### config.mk
export PLATFORM = sky130hd
export DESIGN_NAME = vga_timing_gen_flat
export DESIGN_NICKNAME = d
export VERILOG_FILES = /design/src/rtl/vga_timing_gen_if.sv /design/src/rtl/vga_timing_gen.sv /design/src/flat_wrapper.sv
export SDC_FILE = /design/constraint.sdc
export NUM_CORES = 1
export LEC_CHECK = 0
export ABC_CLOCK_PERIOD_IN_PS = 1900
export CELL_PAD_IN_SITES_DETAIL_PLACEMENT = 1
export CELL_PAD_IN_SITES_GLOBAL_PLACEMENT = 2
export CORE_UTILIZATION = 31
export CTS_CLUSTER_SIZE = 12
export DETAILED_ROUTE_END_ITERATION = 16
export GPL_TIMING_DRIVEN = 0
export PLACE_DENSITY = 0.8
export SLEW_MARGIN = 0
export SYNTH_ARGS = -nofsm -noshare
export SYNTH_HDL_FRONTEND = slang
export SYNTH_SLANG_ARGS = --single-unit
### constraint.sdc
create_clock -name clk -period 1.9 [get_ports clk]
set_clock_uncertainty 0.1 [all_clocks]
set_input_delay 0.38 -clock clk [delete_from_list [all_inputs] [get_ports clk]]
set_output_delay 0.38 -clock clk [all_outputs]
set_load 0.01 [all_outputs]
### src/rtl/vga_timing_gen_if.sv
// vga_timing_gen_if: raster timing bundle between the timing generator and its consumers.
//   master (generator): takes enable; drives pix_ce, vga_clk, vga_hs, vga_vs, vga_blank_n,
//   counth, countv, frame_cnt, line_start, frame_start
//   (plus next_h, next_v, next_active when VGA_TIMING_LOOKAHEAD_EN is defined).
//   slave (renderer/DAC side): mirror image.
interface vga_timing_gen_if #(
  parameter int CNT_W   = 11,
  parameter int FRAME_W = 8
);
  logic               enable;
  logic               pix_ce;
  logic               vga_clk;
  logic               vga_hs;
  logic               vga_vs;
  logic               vga_blank_n;
  logic [CNT_W-1:0]   counth;
  logic [CNT_W-1:0]   countv;
  logic [FRAME_W-1:0] frame_cnt;
  logic               line_start;
  logic               frame_start;
`ifdef VGA_TIMING_LOOKAHEAD_EN
  logic [CNT_W-1:0]   next_h;
  logic [CNT_W-1:0]   next_v;
  logic               next_active;
  modport master (input enable, output pix_ce, vga_clk, vga_hs, vga_vs, vga_blank_n, counth, countv,
                  frame_cnt, line_start, frame_start, next_h, next_v, next_active);
  modport slave (output enable, input pix_ce, vga_clk, vga_hs, vga_vs, vga_blank_n, counth, countv,
                 frame_cnt, line_start, frame_start, next_h, next_v, next_active);
`else
  modport master (input enable, output pix_ce, vga_clk, vga_hs, vga_vs, vga_blank_n, counth, countv,
                  frame_cnt, line_start, frame_start);
  modport slave (output enable, input pix_ce, vga_clk, vga_hs, vga_vs, vga_blank_n, counth, countv,
                 frame_cnt, line_start, frame_start);
`endif
endinterface

### src/rtl/vga_timing_gen.sv
// vga_timing_gen: parametrised VGA raster timing generator driven from one system clock.
//   clk, rst_n (async active-low); bus (vga_timing_gen_if.master): enable in; pixel enable,
//   DAC pixel clock, syncs, blank, coordinates, frame count and line/frame strobes out.
//   Optional VGA_TIMING_LOOKAHEAD_EN adds next_h/next_v/next_active on the bus.
module vga_timing_gen #(
  parameter int H_ACTIVE = 640,
  parameter int H_FP     = 16,
  parameter int H_SYNC   = 96,
  parameter int H_BP     = 48,
  parameter int V_ACTIVE = 480,
  parameter int V_FP     = 10,
  parameter int V_SYNC   = 2,
  parameter int V_BP     = 33,
  parameter bit HS_POL   = 1'b0,
  parameter bit VS_POL   = 1'b0,
  parameter int CLK_DIV  = 2,
  parameter int CNT_W    = 11,
  parameter int FRAME_W  = 8
) (
  input logic             clk,
  input logic             rst_n,
  vga_timing_gen_if.master bus
);
  localparam int H_TOTAL = H_ACTIVE + H_FP + H_SYNC + H_BP;
  localparam int V_TOTAL = V_ACTIVE + V_FP + V_SYNC + V_BP;
  localparam int DIV_W   = $clog2(CLK_DIV);
  if (((H_TOTAL - 1) >> CNT_W) != 0 || ((V_TOTAL - 1) >> CNT_W) != 0 || CLK_DIV < 2) begin : g_bad_params
    $error("vga_timing_gen: totals must fit CNT_W and CLK_DIV must be >= 2");
  end
  localparam logic [DIV_W-1:0] DIV_MAX  = DIV_W'(CLK_DIV - 1);
  localparam logic [DIV_W-1:0] DIV_HALF = DIV_W'(CLK_DIV / 2);
  localparam logic [CNT_W-1:0] H_MAX    = CNT_W'(H_TOTAL - 1);
  localparam logic [CNT_W-1:0] V_MAX    = CNT_W'(V_TOTAL - 1);
  localparam logic [CNT_W-1:0] H_ACT    = CNT_W'(H_ACTIVE);
  localparam logic [CNT_W-1:0] V_ACT    = CNT_W'(V_ACTIVE);
  localparam logic [CNT_W-1:0] HS_ON    = CNT_W'(H_ACTIVE + H_FP);
  localparam logic [CNT_W-1:0] HS_OFF   = CNT_W'(H_ACTIVE + H_FP + H_SYNC);
  localparam logic [CNT_W-1:0] VS_ON    = CNT_W'(V_ACTIVE + V_FP);
  localparam logic [CNT_W-1:0] VS_OFF   = CNT_W'(V_ACTIVE + V_FP + V_SYNC);
  logic [DIV_W-1:0] div_cnt, div_nxt;
  logic [CNT_W-1:0] h, v, h_inc, v_inc;
  logic             h_wrap, v_wrap, hs_act, vs_act, pix_ce_d, run;
  always_comb begin
    div_nxt = !bus.enable || div_cnt == DIV_MAX ? '0 : div_cnt + DIV_W'(1);
    h_wrap  = h == H_MAX;
    v_wrap  = v == V_MAX;
    h_inc   = h_wrap ? '0 : h + CNT_W'(1);
    v_inc   = !h_wrap ? v : v_wrap ? '0 : v + CNT_W'(1);
    hs_act  = h >= HS_ON && h < HS_OFF;
    vs_act  = v >= VS_ON && v < VS_OFF;
  end
  // pix_ce_d marks the clk in which the output stage first sees a freshly advanced h/v;
  // run is low on the first enabled clk after reset/park so (0,0) still raises the strobes.
  always_ff @(posedge clk or negedge rst_n) begin
    if (!rst_n) begin
      div_cnt         <= '0;
      h               <= '0;
      v               <= '0;
      pix_ce_d        <= 1'b0;
      run             <= 1'b0;
      bus.pix_ce      <= 1'b0;
      bus.vga_clk     <= 1'b0;
      bus.frame_cnt   <= '0;
      bus.counth      <= '0;
      bus.countv      <= '0;
      bus.vga_hs      <= !HS_POL;
      bus.vga_vs      <= !VS_POL;
      bus.vga_blank_n <= 1'b0;
      bus.line_start  <= 1'b0;
      bus.frame_start <= 1'b0;
`ifdef VGA_TIMING_LOOKAHEAD_EN
      bus.next_h      <= '0;
      bus.next_v      <= '0;
      bus.next_active <= 1'b1;
`endif
    end else begin
      div_cnt         <= div_nxt;
      bus.pix_ce      <= bus.enable && div_nxt == DIV_MAX;
      bus.vga_clk     <= bus.enable && div_nxt >= DIV_HALF;
      pix_ce_d        <= bus.enable && bus.pix_ce;
      run             <= bus.enable;
      h               <= !bus.enable ? '0 : bus.pix_ce ? h_inc : h;
      v               <= !bus.enable ? '0 : bus.pix_ce ? v_inc : v;
      bus.frame_cnt   <= bus.frame_cnt + FRAME_W'(bus.enable && bus.pix_ce && h_wrap && v_wrap);
      bus.counth      <= bus.enable ? h : '0;
      bus.countv      <= bus.enable ? v : '0;
      bus.vga_hs      <= bus.enable && hs_act ? HS_POL : !HS_POL;
      bus.vga_vs      <= bus.enable && vs_act ? VS_POL : !VS_POL;
      bus.vga_blank_n <= bus.enable && h < H_ACT && v < V_ACT;
      bus.line_start  <= bus.enable && (!run || (pix_ce_d && h == '0));
      bus.frame_start <= bus.enable && (!run || (pix_ce_d && h == '0 && v == '0));
`ifdef VGA_TIMING_LOOKAHEAD_EN
      bus.next_h      <= bus.enable ? h_inc : '0;
      bus.next_v      <= bus.enable ? v_inc : '0;
      bus.next_active <= !bus.enable || (h_inc < H_ACT && v_inc < V_ACT);
`endif
    end
  end
endmodule
### src/flat_wrapper.sv
// flat-port wrapper written by rule: the top's interface ports become plain ports
module vga_timing_gen_flat 
#(
  parameter int H_ACTIVE = 640,
  parameter int H_FP     = 16,
  parameter int H_SYNC   = 96,
  parameter int H_BP     = 48,
  parameter int V_ACTIVE = 480,
  parameter int V_FP     = 10,
  parameter int V_SYNC   = 2,
  parameter int V_BP     = 33,
  parameter bit HS_POL   = 1'b0,
  parameter bit VS_POL   = 1'b0,
  parameter int CLK_DIV  = 2,
  parameter int CNT_W    = 11,
  parameter int FRAME_W  = 8
)
  (clk, rst_n, bus_enable, bus_pix_ce, bus_vga_clk, bus_vga_hs, bus_vga_vs, bus_vga_blank_n, bus_counth, bus_countv, bus_frame_cnt, bus_line_start, bus_frame_start);
  vga_timing_gen_if #(.CNT_W(CNT_W), .FRAME_W(FRAME_W)) bus_i ();
  input logic clk;
  input logic rst_n;
  input wire logic [$bits(bus_i.enable)-1:0] bus_enable;
  output wire logic [$bits(bus_i.pix_ce)-1:0] bus_pix_ce;
  output wire logic [$bits(bus_i.vga_clk)-1:0] bus_vga_clk;
  output wire logic [$bits(bus_i.vga_hs)-1:0] bus_vga_hs;
  output wire logic [$bits(bus_i.vga_vs)-1:0] bus_vga_vs;
  output wire logic [$bits(bus_i.vga_blank_n)-1:0] bus_vga_blank_n;
  output wire logic [$bits(bus_i.counth)-1:0] bus_counth;
  output wire logic [$bits(bus_i.countv)-1:0] bus_countv;
  output wire logic [$bits(bus_i.frame_cnt)-1:0] bus_frame_cnt;
  output wire logic [$bits(bus_i.line_start)-1:0] bus_line_start;
  output wire logic [$bits(bus_i.frame_start)-1:0] bus_frame_start;
  assign bus_i.enable = bus_enable;
  assign bus_pix_ce = bus_i.pix_ce;
  assign bus_vga_clk = bus_i.vga_clk;
  assign bus_vga_hs = bus_i.vga_hs;
  assign bus_vga_vs = bus_i.vga_vs;
  assign bus_vga_blank_n = bus_i.vga_blank_n;
  assign bus_counth = bus_i.counth;
  assign bus_countv = bus_i.countv;
  assign bus_frame_cnt = bus_i.frame_cnt;
  assign bus_line_start = bus_i.line_start;
  assign bus_frame_start = bus_i.frame_start;
  vga_timing_gen #(.H_ACTIVE(H_ACTIVE), .H_FP(H_FP), .H_SYNC(H_SYNC), .H_BP(H_BP), .V_ACTIVE(V_ACTIVE), .V_FP(V_FP), .V_SYNC(V_SYNC), .V_BP(V_BP), .HS_POL(HS_POL), .VS_POL(VS_POL), .CLK_DIV(CLK_DIV), .CNT_W(CNT_W), .FRAME_W(FRAME_W)) u_core (.clk(clk), .rst_n(rst_n), .bus(bus_i));
endmodule
==> out/results.txt, run 1 <==
After floorplanning, the core was sized to cover 8220 um2. The compound-cell area share of the yosys netlist is 9.28%. Measured in cells, the most critical reg-to-reg path has a length of 9.

The first-iteration detailed-routing DRC count was 113. The die footprint was 8900 um2. The final period utilization works out to 110%.

The global placer's final weighted congestion is 0.785. The cell sitting at the root of the clock tree is a sky130_fd_sc_hd__clkbuf_8. After synthesis, the largest family of logic cells by area is simple AND/OR/NAND/NOR gates. For the sequential cell area fraction in the yosys report, the log shows 56.9%.

The post-placement setup slack is -783 ps, and the delay of the slowest cell on the worst path is 350 ps. The startpoint type of the worst setup path was a flop. The normalized max-slew margin was 60.7%; the worst hold path cell count was 1.

TritonCTS built the clock tree. Traced cell by cell, the critical path runs through buf_6 -> and4b_2 -> nand4_1 -> nor2_2 -> ha_2 -> ha_4 -> and3_4 -> nand3_2 -> xnor2_1. Hold is met by 342 ps.

Entering global routing, the biggest net connects 38 pins. Across every metal layer, demand over resource in global routing totals 17.0%. The analysis attributes to cell leakage a power of 1.70 nW. Of all flip-flops after synthesis, the portion carrying an async set or reset was 100%. The worst-case IR drop observed on VDD is 280 uV. The clock drives 60 sinks. For this run, design rule violations remaining after detail routing come to 0. The transition time of the tightest slew-check pin came out at 590 ps. Final wirelength: 7.12 mm. The mean instance size in the synthesized netlist came out at 11.0 um2.

The area of the mapped netlist was 2640 um2. The run gives 3230 um2 as the instance area at placement. The worst register-to-register path begins at u_core.h[4].

The worst-case setup margin in the final layout came out at -196 ps. Once detail routing completed, the nets flagged for antenna violations numbered 0. On the critical path, the stage with the largest delay is an instance of sky130_fd_sc_hd__dfrtp_1. The run gives 921 as the number of inserted filler cells in the final layout. The smallest clock period supported by the final layout is computed as 2100 ps.

The clock passes through at most 2 buffers. The run gives 33 as the count of standard-cell rows. Compared with the post-synthesis result, the final layout area differs by 44.3%. At the later pin of the worst-skew pair, clock insertion delay measures 340 ps. For hold timing, the worst endpoint is u_core.run. After synthesis the netlist holds a flip-flop and latch count of 60. The detailed placer's ending HPWL was 4.34 mm; the synthesized instance count was 241. During placement, the flow inserted port buffers numbering 39.

The run gives 2220 ps as the endpoint arrival time on the critical path. Post-synthesis cell type with the largest combined area: sky130_fd_sc_hd__dfrtp_1. The total congestion overflow is 0, and the final hold violation count is 0.

For the count of final setup violators, the log shows 11. The die boundary width is 94.4 um, and the I/O pin count is 40. Data on the critical path is required at its endpoint by 2020 ps. The largest fanout on the critical path was 9. The tool flagged a number of max-cap violations equal to 0. The xor/xnor cell area share of the yosys netlist is 3.98%, and the total buffers and inverters traversed by the critical path is 1. The number of antenna diodes in the final layout is 0.

The worst setup path is captured at a flop. Clock buffer count from CTS: 9. The floorplan step set the die height to 94.4 um. The highest attainable clock frequency was 0.477 GHz. Once the floorplan was initialized, standard cells occupied 32.2% of the core. Mux contribution to synthesized area: 0%. For the number of antenna violations at the first check in global routing, the log shows 0. The fraction of post-synthesis cell area in the top cell type by area is 54.9%. The number of distinct standard cells referenced by the synthesized netlist was 44. Number of slew-limit violations in the final report: 0. The checks that failed: negative setup slack.

The run finished, with violations left. Sorting the synthesized cells by area gives the leading types as sky130_fd_sc_hd__dfrtp_1 (55%), sky130_fd_sc_hd__and2_1 (3.5%), sky130_fd_sc_hd__ha_1 (2.8%). The area fraction in and, or, nand and nor cells after synthesis was 22.9%. The footprint of the multi-input gates came out at 1190 um2. Number of nets in the final layout: 334. After routing the design area is 3810 um2. The terminus of the critical flop-to-flop path is u_core.bus.frame_cnt[6]. Setup repair after global routing could not meet its margin everywhere. The number of enable flip-flop cells after synthesis is 0, and the synthesis warning total is 0.

In this run the number of H-tree levels came out at 3. Dividing total power by cell area gives a power density of 650 nW/um2. The type of the worst setup path was reg -> reg. For flop-to-flop paths, the worst setup slack is -200 ps. Before antenna repair, the detailed router went through 4 iterations.

Clock-pin slew was measured on the worst setup and hold paths at 60 ps. The synthesized netlist devotes 2.84% of its cell area to adder and majority cells. The number of nets handed over by synthesis was 250. The total area of sequential cells is 1520 um2. The via count of the first global-routing pass is 2192.

The share of layout cells above drive strength 1 came out at 28.2%. The kind of cell with the highest combined delay on the critical path is simple AND/OR/NAND/NOR gates. Power comes to 2.48 mW.

For this run, the leading register cell type out of synthesis is sky130_fd_sc_hd__dfrtp_1. The final routed wire length divided by cell count was 16.4 um. The via density per instance was 4.97. The path class of the tightest hold or removal check is in -> reg. The run gives 11.3 mm as the global-route wire length before repair. Across all layers, the routed design uses 2163 vias. The tools report the start point of the worst hold path as bus_enable.
stage by stage:
stage                     utilization (%)  instances  TNS [ps]
after global placement               39.1        385   -103730
after detailed placement             39.3        386    -10230
final                                46.4        435      -980
after global routing                 46.4        435     -2120
after floorplan                         -        241      -126
after CTS                            44.1        425      -275
Yosys cell counts, types with 4 or more instances:
cell,number
sky130_fd_sc_hd__a211oi_1,4
sky130_fd_sc_hd__a21oi_1,4
sky130_fd_sc_hd__and2_1,15
sky130_fd_sc_hd__and3_1,4
sky130_fd_sc_hd__buf_2,4
sky130_fd_sc_hd__clkbuf_1,4
sky130_fd_sc_hd__dfrtp_1,58
sky130_fd_sc_hd__ha_1,6
sky130_fd_sc_hd__inv_1,15
sky130_fd_sc_hd__nand2_1,15
sky130_fd_sc_hd__nand3_1,12
sky130_fd_sc_hd__nand4_1,8
sky130_fd_sc_hd__nor2_1,17
sky130_fd_sc_hd__nor4_1,5
sky130_fd_sc_hd__o21ai_0,6
sky130_fd_sc_hd__o31ai_1,8
sky130_fd_sc_hd__or3_1,5
sky130_fd_sc_hd__xnor2_1,4
sky130_fd_sc_hd__xor2_1,8
metal layers:
layer | wire length (um) | global-route usage (%)
met5 | 0 | 0
met1 | 3330 | 23.5
met2 | 3310 | 25.3
met3 | 261 | 3.54
met4 | 217 | 8.21
cell usage in the layout (no fill, tap or decap), drive strengths merged, types with 2 or more instances in the layout:
cell	n
nand4	9
or3	5
dfrtp	58
nor4	5
nor2	17
nor4b	2
nand2	15
a21oi	4
buf	39
and3	4
and2	15
o211ai	3
inv	15
and4	3
clkdlybuf4s50	36
clkbuf	19
or4	3
dlygate4sd2	2
o21ai	7
and4b	3
nand3	12
xor2	8
xnor2	4
dfstp	2
ha	6
o31ai	8
nor2b	2
clkinv	2
nand2b	3
a21o	3
a211oi	4
what timing repair did:
item,in CTS,in global routing
setup buffers,22,12
hold endpoints to repair,22,0
endpoints found under the setup margin,26,27
hold buffers,1,0
gates resized for setup,18,29
pin swaps,16,9
gates cloned,0,0
logic make-up after synthesis:
group                    after synthesis
buffers and inverters                 25
XOR/XNOR                              12
AND/OR/NAND/NOR                      102
flip-flops                            60
adder cells (fa/ha/maj)                6
AO/OA/AOI/OAI                         36
area by class of cell:
class / count / share of cell area [%]
Clock inverter: 2 / 0.262
Clock buffer: 14 / 4.26
Multi-Input combinational cell: 156 / 31.3
Buffer: 10 / 1.80
Inverter: 15 / 1.48
Tap cell: 105 / 3.44
Timing Repair Buffer: 73 / 17.7
Sequential cell: 60 / 39.8
worst max path at each step:
stage	start	endpoint	slack, ps	depth (start not counted)
final	u_core.h[4]	u_core.bus.frame_cnt[6]	-200	9
after global routing	u_core.h[0]	u_core.bus.frame_cnt[7]	-290	8
after CTS	u_core.h[0]	u_core.bus.frame_cnt[6]	-110	9
after detailed placement	bus_enable	u_core.bus.frame_cnt[6]	-780	9
after global placement	rst_n	u_core.bus.countv[0]	-1600	1
after floorplan	u_core.h[0]	u_core.bus.frame_cnt[6]	-100	9
flip-flops by register name (all words and copies together) (netlist names):
| signal | flops |
|---|---|
| u_core.bus.counth | 11 |
| u_core.bus.countv | 11 |
| u_core.h | 11 |
| u_core.v | 11 |
| u_core.bus.frame_cnt | 8 |
| u_core.bus.frame_start | 1 |
| u_core.bus.line_start | 1 |
| u_core.bus.pix_ce | 1 |
| u_core.bus.vga_blank_n | 1 |
| u_core.bus.vga_hs | 1 |
| u_core.bus.vga_vs | 1 |
| u_core.pix_ce_d | 1 |
| u_core.run | 1 |
where the power goes:
part	internal (mW)	leakage, nW	switching [mW]	total (mW)
clock	0.542	0.0905	0.476	1.02
sequential	1.30	0.804	0.0158	1.31
combinational	0.0558	0.805	0.0926	0.148
Note: power is estimated with default switching activity, not from simulation.
==> inputs of run 2 (changes only) <==
--- a/config.mk
+++ b/config.mk
@@ -5,7 +5,6 @@
 export SDC_FILE = /design/constraint.sdc
 export NUM_CORES = 1
 export LEC_CHECK = 0
-export ABC_CLOCK_PERIOD_IN_PS = 1900
 export CELL_PAD_IN_SITES_DETAIL_PLACEMENT = 1
 export CELL_PAD_IN_SITES_GLOBAL_PLACEMENT = 2
 export CORE_UTILIZATION = 31
==> constraint.sdc (replaced) <==
create_clock -name clk -period 1.9 [get_ports clk]
set_clock_uncertainty 0.1 [all_clocks]
set_input_delay 0.19 -clock clk [delete_from_list [all_inputs] [get_ports clk]]
set_output_delay 0.19 -clock clk [all_outputs]
set_load 0.01 [all_outputs]
==> out/results.txt, run 2 (synthesis gave the netlist of run 1 again) <==
The starting density of the core was 32.2% (unchanged). The die boundary width works out to 94.4 um (unchanged). Most common cell after layout, fill and taps aside: sky130_fd_sc_hd__dfrtp_1 (unchanged). The worst reg2reg path startpoint is u_core.h[4] (unchanged). The tools report the die footprint as 8900 um2 (unchanged). The setup total negative slack is -956 ps (was -980 ps), and the delay of the slowest cell on the worst path is 350 ps (about the same).

Failing checks: negative setup slack (unchanged). The final critical-path required period was 2080 ps (was 2100 ps); the iteration count of the initial detailed-routing pass was 4 (unchanged). The run gives 290 ps (was 342 ps) as the final hold slack.

The tools report the number of antenna violations at the first check in global routing as 0 (unchanged). The run gives 1520 um2 (about the same) as the total area of sequential cells. The number of buffers inserted by port buffering came out at 39 (unchanged). The clock transition time at the flip-flop clock pins of the worst setup and hold paths works out to 60 ps (about the same). The tools report the startpoint of the most critical setup path as u_core.h[4] (unchanged). Maximum VDD drop: 281 uV (was 280 uV). The run gives 11.3 mm (about the same) as the global-route wire length before repair. The post-layout total power is 2.48 mW (about the same). The logs give 40 (unchanged) for the I/O pin count and 7.13 mm (was 7.12 mm) for the final wirelength.

The total congestion overflow is 0 (unchanged). The cell leakage power is 1.68 nW (was 1.70 nW). The tools report the DRC violation count after routing as 0 (unchanged). The normalized max-slew margin is 61.1% (was 60.7%), and the ratio of total power to cell area is 654 nW/um2 (was 650 nW/um2). The final hold violation count is 0 (unchanged), and the largest net degree at the start of global routing is 38 (unchanged). The run gives 332 (was 334) as the number of nets in the final layout. The number of cells after detailed placement was 386 (unchanged); the clock buffer count from CTS was 9 (unchanged).

The post-detailed-route count of antenna-violating nets is 0 (unchanged), and the instance area at placement is 3230 um2 (unchanged). The flow ran to the end, but the final reports show violations. The run gives 17.0% (about the same) as the total routing resource utilization after global routing.

Commonest cells after routing, fill and taps aside: sky130_fd_sc_hd__dfrtp_1 (49), sky130_fd_sc_hd__clkdlybuf4s50_1 (38), sky130_fd_sc_hd__buf_4 (28) (was sky130_fd_sc_hd__dfrtp_1 (48), sky130_fd_sc_hd__clkdlybuf4s50_1 (36), sky130_fd_sc_hd__buf_4 (27)). The final routed wire length divided by cell count was 16.5 um (was 16.4 um); the first-iteration detailed-routing DRC count was 111 (was 113). Register-to-register setup slack: -180 ps (was -200 ps).

Classification of the worst-slack hold path: in -> async (was in -> reg). The count of standard-cell rows was 33 (unchanged); the final standard cell utilization of the core was 46.2% (was 46.4%). The run gives 0.481 GHz (was 0.477 GHz) as the highest attainable clock frequency. The end of the critical path is u_core.bus.frame_cnt[6] (unchanged). For the latest clock arrival within the worst-skew pair, the log shows 340 ps (about the same).

Number of standard cells in the final layout excluding fillers: 433 (was 435). The post-placement setup slack is -593 ps (was -783 ps), and the cell depth of the worst setup path is 9 (unchanged). The endpoint arrival time on the critical path came out at 2210 ps (was 2220 ps). The depth of the worst register-to-register path is 9 (unchanged).

The tools report the placeable core region as 8220 um2 (unchanged). TritonCTS built the clock tree. Detailed placer's ending HPWL: 4.34 mm (unchanged). The kind of cell with the highest combined delay on the critical path was simple AND/OR/NAND/NOR gates (unchanged). The number of inserted filler cells in the final layout came out at 919 (was 921). The tools report the terminus of the critical flop-to-flop path as u_core.bus.frame_cnt[6] (unchanged).

The number of vias after detailed routing was 2177 (was 2163); the layout overhead on the synthesized area was 43.6% (was 44.3%). The tools report the final cell area excluding filler cells as 3800 um2 (was 3810 um2). The startpoint type of the worst setup path is a flop (unchanged). The footprint of the multi-input gates is 1190 um2 (unchanged), and the final period utilization is 109% (was 110%). Clock root buffer: sky130_fd_sc_hd__clkbuf_8 (unchanged). The count of clock tree sinks was 60 (unchanged); the count of final setup violators was 11 (unchanged). The number of diodes added for antenna fixing was 0 (unchanged). Setup repair after global routing could not meet its margin everywhere. Global placer's final weighted congestion: 0.785 (unchanged).

Cell with the biggest individual delay on the critical path: sky130_fd_sc_hd__dfrtp_1 (unchanged). Transition time of the tightest slew-check pin: 584 ps (was 590 ps). The via density per instance was 5.03 (was 4.97). The worst-case setup margin in the final layout is -178 ps (was -196 ps). Cell-by-cell listing of the critical path: buf_6 -> and4b_2 -> nand4_1 -> nor2_2 -> ha_2 -> ha_4 -> and3_4 -> nand3_2 -> xnor2_1 (unchanged). The data required time at the worst endpoint was 2030 ps (was 2020 ps); the total buffers and inverters traversed by the critical path was 1 (unchanged). The vertical extent of the die was 94.4 um (unchanged). Count of H-tree levels built during CTS: 3 (unchanged).

The deepest clock path buffer count is 2 (unchanged), and the share of layout cells above drive strength 1 is 27.7% (was 28.2%). Largest fanout on the critical path: 9 (unchanged). The number of slew-limit violations in the final report came out at 0 (unchanged). The sort of element at the end of the critical path was a flop (unchanged). The via count of the first global-routing pass came out at 2181 (was 2192).

The tools report the number of max-capacitance violations reported as 0 (unchanged). The type of the worst setup path was reg -> reg (unchanged).
==> run 2: cell count changes in the layout (fill, tap and decap cells not counted), sizes merged <==
cell / before / now
buf: 39 / 38
clkbuf: 19 / 18
dlygate4sd2: 2 / 0
clkdlybuf4s50: 36 / 38
==> run 2: final cells by class <==
class                           instances  share of cell area [%]
Sequential cell                        60                    39.9
Multi-Input combinational cell        156                    31.4
Timing Repair Buffer                   72                    17.5
Clock buffer                           14                    4.28
Tap cell                              105                    3.46
Buffer                                  9                    1.71
Inverter                               15                    1.48
Clock inverter                          2                   0.264
==> run 2: worst min path at each step <==
stage / slack [ps] / to / cells past startpoint
after floorplan: -210 / u_core.bus.counth[0] / 0
final: 290 / u_core.bus.counth[4] / 2
after global placement: 350 / u_core.bus.frame_cnt[7] / 1
after CTS: 290 / u_core.bus.counth[6] / 2
after detailed placement: 110 / u_core.bus.counth[4] / 1
after global routing: 340 / u_core.bus.counth[4] / 2
==> run 2: what timing repair did <==
action,4_1_cts,5_1_grt
pin swaps,16,9
gates cloned,0,0
endpoints found under the hold margin,22,0
setup endpoints to repair,24,26
gates resized for setup,16,26
hold buffers,1,0
buffers inserted,21,12
==> run 2: per-layer routing <==
layer,up-vias,share of wire [%],global-route usage [%],wire [um]
met3,19,3.3,3.54,234
met5,-,0,0,0
met1,1089,47,23.5,3330
met2,52,47,25.2,3330
li1,1017,-,-,-
met4,0,3.3,8.21,235
==> run 2: power by group <==
part	internal [mW]	total [mW]	switching (mW)
Clock	0.542	1.02	0.481
Sequential	1.30	1.31	0.0179
Combinational	0.0549	0.144	0.0893
==> inputs of run 3 (changes only) <==
--- a/config.mk
+++ b/config.mk
@@ -8,6 +8,7 @@
 export CELL_PAD_IN_SITES_DETAIL_PLACEMENT = 1
 export CELL_PAD_IN_SITES_GLOBAL_PLACEMENT = 2
 export CORE_UTILIZATION = 31
+export CTS_CLUSTER_DIAMETER = 200
 export CTS_CLUSTER_SIZE = 12
 export DETAILED_ROUTE_END_ITERATION = 16
 export GPL_TIMING_DRIVEN = 0
==> results of run 3 <==
The final DEF is identical to that of run 2; final timing and power are the same.
